## config.mk

```make
export PLATFORM = sky130hd
export DESIGN_NAME = rr_lock_arbiter_flat
export DESIGN_NICKNAME = d
export VERILOG_FILES = /design/src/rtl/rr_lock_arbiter_if.sv /design/src/rtl/rr_lock_arbiter.sv /design/src/flat_wrapper.sv
export SDC_FILE = /design/constraint.sdc
export NUM_CORES = 1
export LEC_CHECK = 0
export ABC_CLOCK_PERIOD_IN_PS = 2200
export CAP_MARGIN = 40
export CORE_MARGIN = 2
export CORE_UTILIZATION = 37
export CTS_CLUSTER_SIZE = 40
export DETAILED_ROUTE_END_ITERATION = 7
export DONT_BUFFER_PORTS = 1
export REMOVE_ABC_BUFFERS = 1
export SYNTH_ARGS = -nofsm -noshare
export SYNTH_HDL_FRONTEND = slang
export SYNTH_SLANG_ARGS = --single-unit
export TNS_END_PERCENT = 5
```

## constraint.sdc

```tcl
create_clock -name clk -period 2.2 [get_ports clk]
set_input_delay 0.44 -clock clk [delete_from_list [all_inputs] [get_ports clk]]
set_output_delay 0.44 -clock clk [all_outputs]
set_load 0.1 [all_outputs]
```

## src/rtl/rr_lock_arbiter_if.sv

```systemverilog
// Request/grant bundle between the requesting agents and rr_lock_arbiter.
// Handshake: req_i is a level held by each requester for as long as it wants the resource;
// there is no separate ready, and gnt_o (one-hot, registered) is the acknowledgement.
interface rr_lock_arbiter_if #(
  parameter int NO_OF_PORTS = 4
);
  localparam int IW = (NO_OF_PORTS > 1) ? $clog2(NO_OF_PORTS) : 1;

  logic [NO_OF_PORTS-1:0] req_i;
  logic [NO_OF_PORTS-1:0] gnt_o;
  logic                   gnt_valid_o;
  logic [IW-1:0]          gnt_id_o;

  modport master (
    output req_i,
    input  gnt_o,
    input  gnt_valid_o,
    input  gnt_id_o
  );

  modport slave (
    input  req_i,
    output gnt_o,
    output gnt_valid_o,
    output gnt_id_o
  );
endinterface

```

## src/rtl/rr_lock_arbiter.sv

```systemverilog
// Registered round-robin arbiter with a bounded grant tenure (MAX_HOLD cycles while others wait).
// All grant outputs come straight from flops; dbg_state exposes the FSM (0 = IDLE, 1 = GRANT).
module rr_lock_arbiter #(
  parameter int NO_OF_PORTS = 4,
  parameter int MAX_HOLD    = 4
) (
  input  logic              clk,
  input  logic              reset,
  rr_lock_arbiter_if.slave  bus,
  output logic              dbg_state
);
  localparam int IW = (NO_OF_PORTS > 1) ? $clog2(NO_OF_PORTS) : 1;
  localparam int CW = $clog2(MAX_HOLD + 1);
  localparam logic [CW-1:0] CNT_MAX  = CW'(MAX_HOLD);
  localparam logic [IW-1:0] LAST_IDX = IW'(NO_OF_PORTS - 1);

  typedef enum logic {
    IDLE  = 1'b0,
    GRANT = 1'b1
  } state_t;

  state_t                 state;
  logic [IW-1:0]          ptr;
  logic [CW-1:0]          cnt;

  logic [NO_OF_PORTS-1:0] cand;
  logic                   owner_req;
  logic                   win_found;
  logic [IW-1:0]          win_idx;
  logic                   take;
  logic                   release_gnt;
  int                     j;

  // The current owner never competes against itself; in IDLE gnt_o is zero so cand == req_i.
  always_comb begin
    cand      = bus.req_i & ~bus.gnt_o;
    owner_req = |(bus.req_i & bus.gnt_o);
  end

  always_comb begin
    win_found = 1'b0;
    win_idx   = '0;
    j         = 0;
    for (int i = 0; i < NO_OF_PORTS; i++) begin
      j = (int'(ptr) + i) % NO_OF_PORTS;
      if (!win_found && cand[IW'(j)]) begin
        win_found = 1'b1;
        win_idx   = IW'(j);
      end
    end
  end

  // A new winner is taken from idle, after the owner drops, or once the owner's tenure is spent.
  always_comb begin
    take        = win_found && ((state == IDLE) || !owner_req || (cnt == CNT_MAX));
    release_gnt = (state == GRANT) && !owner_req && !win_found;
  end

  always_ff @(posedge clk) begin
    if (!reset) begin
      state           <= IDLE;
      ptr             <= '0;
      cnt             <= '0;
      bus.gnt_o       <= '0;
      bus.gnt_valid_o <= 1'b0;
      bus.gnt_id_o    <= '0;
    end else if (take) begin
      state           <= GRANT;
      ptr             <= (win_idx == LAST_IDX) ? '0 : win_idx + 1'b1;
      cnt             <= CW'(1);
      bus.gnt_o       <= NO_OF_PORTS'(1) << win_idx;
      bus.gnt_valid_o <= 1'b1;
      bus.gnt_id_o    <= win_idx;
    end else if (release_gnt) begin
      state           <= IDLE;
      cnt             <= '0;
      bus.gnt_o       <= '0;
      bus.gnt_valid_o <= 1'b0;
      bus.gnt_id_o    <= '0;
    end else if ((state == GRANT) && (cnt < CNT_MAX)) begin
      cnt <= cnt + 1'b1;
    end
  end

  assign dbg_state = state;
endmodule

```

## src/flat_wrapper.sv

```systemverilog
// flat-port wrapper written by rule: the top's interface ports become plain ports
module rr_lock_arbiter_flat 
#(
  parameter int NO_OF_PORTS = 4,
  parameter int MAX_HOLD    = 4
)
  (clk, reset, dbg_state, bus_req_i, bus_gnt_o, bus_gnt_valid_o, bus_gnt_id_o);
  rr_lock_arbiter_if #(.NO_OF_PORTS(NO_OF_PORTS)) bus_i ();
  input  logic clk;
  input  logic reset;
  output logic dbg_state;
  input wire logic [$bits(bus_i.req_i)-1:0] bus_req_i;
  output wire logic [$bits(bus_i.gnt_o)-1:0] bus_gnt_o;
  output wire logic [$bits(bus_i.gnt_valid_o)-1:0] bus_gnt_valid_o;
  output wire logic [$bits(bus_i.gnt_id_o)-1:0] bus_gnt_id_o;
  assign bus_i.req_i = bus_req_i;
  assign bus_gnt_o = bus_i.gnt_o;
  assign bus_gnt_valid_o = bus_i.gnt_valid_o;
  assign bus_gnt_id_o = bus_i.gnt_id_o;
  rr_lock_arbiter #(.NO_OF_PORTS(NO_OF_PORTS), .MAX_HOLD(MAX_HOLD)) u_core (.clk(clk), .reset(reset), .bus(bus_i), .dbg_state(dbg_state));
endmodule
```

==> results of run 1 <==
==> worst paths after layout <==
check,startpoint,endpoint
hold reg to reg,u_core.cnt[1]$_SDFFE_PP0P_,u_core.cnt[1]$_SDFFE_PP0P_
setup reg to reg,u_core.cnt[0]$_SDFFE_PN0P_,u_core.bus.gnt_o[2]$_SDFFE_PN0P_
setup / recovery,u_core.cnt[0]$_SDFFE_PN0P_,u_core.bus.gnt_o[2]$_SDFFE_PN0P_
hold / removal,reset,u_core.cnt[0]$_SDFFE_PN0P_
==> per-stage QoR <==
step	hold WS, ps	util	cell area [sq um]	setup slack [ps]	TNS, ps
after floorplan	474	-	697	-635	-6000
after global placement	497	0.456	805	450	0
after detailed placement	498	0.456	805	418	0
after CTS	287	0.477	841	443	0
after global routing	295	0.477	841	285	0
final	284	0.477	841	440	0
==> worst max-delay path, cell delays in order (launching register included) <==
cell      delay, ps
dfxtp_1         350
inv_1            80
ha_1            210
a21boi_0        280
o21ai_1         220
and3_1          290
a22o_1          200
==> per-layer routing <==
layer	GRT usage	vias to the layer above
met5	0	-
li1	-	314
met2	0.241	16
met3	0.0566	2
met4	0.0811	0
met1	0.240	285
==> cells in the mapped netlist (2+ instances only) <==
master	number
o21ai_0	3
nand3_1	2
and3_1	2
a21oi_1	4
o2bb2ai_1	2
nand2b_1	4
nor2b_1	2
o31ai_1	2
a21boi_0	4
ha_1	6
nand2_1	4
inv_1	5
dfxtp_1	12
a22o_1	7
==> flip-flops by register name, summed over array words and instances (netlist names) <==
register / flops
u_core.ptr: 2
u_core.bus.gnt_o: 4
u_core.bus.gnt_id_o: 2
u_core.cnt: 3
u_core.bus.gnt_valid_o: 1
==> cell type report <==
| cell class | count | area share |
|---|---|---|
| multi-input cells | 58 | 0.521 |
| flip-flops and latches | 12 | 0.287 |
| repair buffers | 10 | 0.0893 |
| clock buffers | 4 | 0.0432 |
| well taps | 25 | 0.0372 |
| inverters | 5 | 0.0223 |
==> cell families after synthesis <==
logic type      count (synthesis)
compound gates                 28
simple gates                   24
flops                          12
buf+inv                         6
fa+ha+maj                       6
==> flow_metrics.py, run 1 <==
metrics = {
    "outcome": {
        "run_status": "complete, no violations",
    },
    "sta": {
        "final_period_demand_of_the_worst_path_ps": 1760,
        "min_period_over_period": 0.800,
        "hold_violations": 0,
        "setup-violations-final": 0,
        "finClkSkew_ps": 6.87,
        "achievable_clock_frequency_ghz": 0.568,
        "finalMaxSlewViolations": 0,
        "max_slew_margin": 0.641,
        "grt_setup_unrepaired": "false",
        "worstMarginPinSlew_ps": 544,
    },
    "detailed_routing": {
        "viasPerCell": 5.41,
        "route.detailed.drc": 0,
        "detailedRoute.firstIterationViolations": 9,
        "topRoutingLayerUsed": "met4",
        "avgRoutedWirePerCell_um": 14.0,
        "postRouteAntennaNets": 0,
        "drt-pass1-iter-count": 4,
        "met3RoutedLength_um": 83,
        "met2RoutedLength_um": 731,
        "wl_met1_um": 758,
        "routed-via-count": 617,
        "totalWireLength_um": 1600,
    },
    "run": {
        "max_cap_viol_count": 0,
    },
    "finish": {
        "most_common_library_cell_in_the_layout_ignoring_fill_and_taps": "dfxtp_1",
        "layout.cells.non_filler": 114,
        "sequential_cell_area_sq_um": 241,
        "area_delta_synth_final_pct": 19.4,
        "post_route_cells_drive_above_1_share": 0.202,
        "fin_nets": 102,
        "antenna_cells": 0,
        "multi_input_area_sq_um": 438,
        "mostFrequentLayoutCells": "dfxtp_1, buf_4, a22o_1, ha_1, inv_1",
        "final.fill_count": 185,
    },
    "synthesis": {
        "synth_enable_flop_cells": 0,
        "synthDominantCellAreaShare": 0.341,
        "synth_compound_area_frac": 0.304,
        "part_of_the_yosys_area_used_for_sequential_elements": 0.341,
        "synthFlopType": "dfxtp_1",
        "synth_simple_gate_area_share": 0.211,
        "main_area_contributors_after_synthesis": "dfxtp_1, ha_1, a22o_1",
        "yosys-mux-area-fraction": 0,
        "synth_cell_type_count": 31,
        "post_synth_xor_area_fraction": 0,
        "post_synth_inst_count": 76,
        "synth-async-reset-ratio": 0,
        "synth.avg_cell_area_sq_um": 9.27,
        "combinational_family_with_the_most_area_after_synthesis": "compound AO/OA/AOI/OAI gates",
        "synthDominantAreaCellType": "dfxtp_1",
        "synth.yosys.warnings": 0,
        "synth_area_sq_um": 704,
        "synth-seq-cells": 12,
        "synth_adder_area_share": 0.107,
    },
    "placed_design": {
        "gp_congestion": 0.794,
        "placed_cells": 110,
        "io_buffers": 0,
        "place.detailed.hpwl_um": 1220,
    },
    "clock_network": {
        "clk-insertion-delay-late_ps": 290,
        "cts.sink_count": 12,
        "cts-buffers-inserted": 3,
        "cts-hold-fix-buffers": 0,
        "cts-root-buf": "clkbuf_4",
        "clock_tree_from_tritoncts": "built",
        "postCtsResizedCells": 0,
        "postCtsSetupRepairBufs": 0,
        "clk_transition_reported_paths_ps": 80,
        "cts_max_level": 1,
        "max-clock-path-buffers": 2,
    },
    "critical_path": {
        "r2r_slack_ps": 440,
        "critPathMaxFanout": 6,
        "timing.critical_path.arrival_ps": 1930,
        "timing.critical_path.required_ps": 2370,
        "timing.reg2reg.worst_path_depth": 6,
        "sort_of_element_at_the_start_of_the_critical_path": "flip-flop",
        "timing.critical_path.to_type": "flip-flop",
        "timing_worst_setup_path_type": "reg -> reg",
    },
    "floorplanning": {
        "die-width_um": 47.6,
        "top_level_ports": 14,
        "fp-row-count": 15,
        "fp.dieH_um": 47.6,
        "floorplan.initialDensity": 0.399,
        "fp.dieArea_sq_mm": 0.00227,
        "core_region_area_sq_mm": 0.00176,
    },
    "global_routing": {
        "antenna_found_initial": 0,
        "grt_first_pass_wirelength_um": 2630,
        "all_layer_global_routing_usage": 0.173,
        "first_global_vias": 587,
        "grt_remaining_overflow": 0,
        "grt_max_degree": 9,
    },
    "min_path": {
        "holdPathStages": 2,
        "hold_path.class": "in -> reg",
    },
}
Power of run 1 is not shown: default switching activity piles up to over one toggle a cycle in this logic, so the estimate is an artifact.
==> inputs of run 2 (changes only) <==
- ABC_AREA: not set -> 1
- ABC_CLOCK_PERIOD_IN_PS: 2200 -> 1500
- clock period: 2.2 -> 1.5 ns (I/O delays scaled with it)
==> flow_metrics.py, run 2 <==
metrics = {
    "critical_path": {
        "reg_to_reg_start": "u_core.ptr[0]$_SDFFE_PN0P_",
        "timing.critical_path.arrival_ps": 2070,
        "crit_path_cell_trace": "buf_12, nand3_2, nand3_2, nand2_4, inv_1, nand2_2, nand2_1, nand2_2, nand2_2, nand2_2, buf_4, ha_2, nand3_2, o21ai_2",
        "critPathMaxFanout": 5,
        "cell_occurring_most_often_along_the_worst_timing_path": "nand2_2",
        "timing.reg2reg.worst_path_depth": 14,
        "cpLargestDelayFamily": "simple AND/OR/NAND/NOR gates",
        "rr_endpoint": "u_core.bus.gnt_o[0]$_SDFFE_PN0P_",
        "timing_worst_setup_path_type": "reg -> reg",
        "critical-path-max-stage-delay_ps": 440,
        "r2r_slack_ps": -390,
        "crit_slowest_cell": "dfxtp_4",
        "critical_path.n_buffers_inverters": 3,
        "cp.depth": 14,
        "timing.critical_path.to_type": "flip-flop",
        "timing.critical_path.required_ps": 1680,
        "sort_of_element_at_the_start_of_the_critical_path": "flip-flop",
    },
    "global_routing": {
        "grt_first_pass_wirelength_um": 4490,
        "grt_remaining_overflow": 0,
        "first_global_vias": 1037,
        "all_layer_global_routing_usage": 0.212,
        "antenna_found_initial": 0,
        "grt_max_degree": 9,
    },
    "finish": {
        "fin_nets": 183,
        "flip_flop_count_of_the_largest_register_all_copies_and_words_added": 4,
        "mostFrequentLayoutCells": "buf_4, nand2_1, nand3_4, nand2_2",
        "area_delta_synth_final_pct": 68.4,
        "most_common_library_cell_in_the_layout_ignoring_fill_and_taps": "buf_4",
        "post_route_cells_drive_above_1_share": 0.675,
        "final.fill_count": 187,
        "largestRegisters": "u_core.bus.gnt_o x4, u_core.cnt x3",
        "sequential_cell_area_sq_um": 250,
        "top_register": "u_core.bus.gnt_o",
        "antenna_cells": 0,
        "stdcell_area_sq_mm": 0.00161,
        "multi_input_area_sq_um": 895,
    },
    "synthesis": {
        "synth_enable_flop_cells": 0,
        "part_of_the_yosys_area_used_for_sequential_elements": 0.252,
        "synthDominantCellAreaShare": 0.252,
        "synthDominantAreaCellType": "dfxtp_1",
        "synth.avg_cell_area_sq_um": 7.28,
        "main_area_contributors_after_synthesis": "dfxtp_1, nand2_1, nand3_1",
        "synth-seq-cells": 12,
        "synth_area_sq_um": 953,
        "leading_cell_type_by_number_of_instances_after_synthesis": "nand2_1",
        "synth.yosys.warnings": 0,
        "synthFlopType": "dfxtp_1",
        "synth-async-reset-ratio": 0,
        "synth_cell_type_count": 26,
        "leading_post_synthesis_cells_by_instance_count": "nand2_1, nand3_1, dfxtp_1, inv_1, nand2_2",
        "post_synth_inst_count": 131,
    },
    "detailed_routing": {
        "route.detailed.drc": 0,
        "drt-pass1-iter-count": 4,
        "postRouteAntennaNets": 0,
        "viasPerCell": 5.31,
        "routed-via-count": 1056,
        "detailedRoute.firstIterationViolations": 28,
        "totalWireLength_um": 3100,
        "avgRoutedWirePerCell_um": 15.6,
    },
    "sta": {
        "grt_setup_unrepaired": "true",
        "finClkSkew_ps": 1.92,
        "worstMarginPinSlew_ps": 557,
        "max_slew_margin": 0.629,
        "fin_ws_ps": -388,
        "final_period_demand_of_the_worst_path_ps": 1890,
        "hold_violations": 0,
        "setup-violations-final": 12,
        "achievable_clock_frequency_ghz": 0.530,
        "finalMaxSlewViolations": 0,
        "min_period_over_period": 1.26,
        "hold-worst-slack_ps": 127,
    },
    "floorplanning": {
        "core_region_area_sq_mm": 0.00245,
        "top_level_ports": 14,
        "floorplan.initialDensity": 0.388,
        "fp-row-count": 18,
        "fp.dieH_um": 54.8,
        "fp.dieArea_sq_mm": 0.00300,
        "die-width_um": 54.8,
    },
    "placed_design": {
        "placed_area_sq_mm": 0.00119,
        "gp_congestion": 0.829,
        "place.detailed.hpwl_um": 1920,
        "io_buffers": 0,
    },
    "clock_network": {
        "clock_tree_from_tritoncts": "built",
        "cts-buffers-inserted": 3,
        "clk-insertion-delay-late_ps": 280,
        "cts_max_level": 1,
        "cts.sink_count": 12,
        "cts-root-buf": "clkbuf_4",
        "clk_transition_reported_paths_ps": 70,
        "max-clock-path-buffers": 2,
    },
    "run": {
        "max_cap_viol_count": 0,
    },
    "min_path": {
        "startpoint_of_the_worst_hold_path": "reset",
        "holdPathStages": 2,
        "hold_path.class": "in -> reg",
        "min_to": "u_core.ptr[1]$_SDFFE_PN0P_",
    },
    "outcome": {
        "violations": "negative setup slack",
        "run_status": "finished with violations",
    },
}
## run 2: cell count changes after synthesis, moves of 5 or more
cell	before	now
inv_1	5	12
nand3_1	2	21
nand2_1	4	32
a22o_1	7	0
nand2_2	0	8
nor2_1	1	6
## run 2: worst max-delay path by stage
stage / start / endpoint
after floorplan: u_core.bus.gnt_o[3]$_SDFFE_PN0P_ / u_core.ptr[1]$_SDFFE_PN0P_
after global placement: u_core.ptr[1]$_SDFFE_PN0P_ / u_core.ptr[1]$_SDFFE_PN0P_
after detailed placement: u_core.ptr[0]$_SDFFE_PN0P_ / u_core.ptr[1]$_SDFFE_PN0P_
after CTS: u_core.ptr[0]$_SDFFE_PN0P_ / u_core.bus.gnt_o[0]$_SDFFE_PN0P_
after global routing: u_core.ptr[0]$_SDFFE_PN0P_ / u_core.bus.gnt_o[2]$_SDFFE_PN0P_
final: u_core.ptr[0]$_SDFFE_PN0P_ / u_core.bus.gnt_o[0]$_SDFFE_PN0P_
## run 2: what timing repair did
item,in CTS,in global routing
gates resized for setup,40,38
buffers inserted,7,4
pin swaps,12,18
endpoints found under the setup margin,11,12
hold buffers,0,0
## run 2: layout make-up
class,count,area share
Clock buffer,3,0.0140
Timing Repair Buffer,38,0.207
Sequential cell,12,0.156
Inverter,14,0.0421
Tap cell,30,0.0234
Multi-Input combinational cell,102,0.557
## run 2: kinds of logic after synthesis
kind of cell | Yosys count | share of synthesized area
AND/OR/NAND/NOR | 83 | 0.492
buffers and inverters | 17 | 0.0853
XOR/XNOR | 1 | 0.00919
adder cells (fa/ha/maj) | 6 | 0.0787
AO/OA/AOI/OAI | 12 | 0.0827
flip-flops | 12 | 0.252
## run 2: metal layers
layer,track usage,vias up,part of all wire
met5,0,-,0
met4,0.0750,0,0.023
met3,0.0710,8,0.045
met2,0.369,32,0.53
met1,0.239,510,0.40
li1,-,506,-
## run 2: through the flow
stage / util / setup slack (ps) / std cells / setup TNS (ps)
2_1_floorplan: - / -1060 / 128 / -12260
3_3_place_gp: 0.485 / -386 / 186 / -2470
3_5_place_dp: 0.485 / -437 / 186 / -2630
4_1_cts: 0.576 / -245 / 195 / -1630
5_1_grt: 0.654 / -431 / 199 / -3410
6_report: 0.654 / -388 / 199 / -2740
## run 2: worst register-to-register path: stages, from the launching register on
cell	delay, ps
dfxtp_4	440
buf_12	140
nand3_2	130
nand3_2	120
nand2_4	80
inv_1	80
nand2_2	60
nand2_1	80
nand2_2	60
nand2_2	80
nand2_2	60
buf_4	140
ha_2	190
nand3_2	80
o21ai_2	50
Power of run 2 is left out for the same reason.
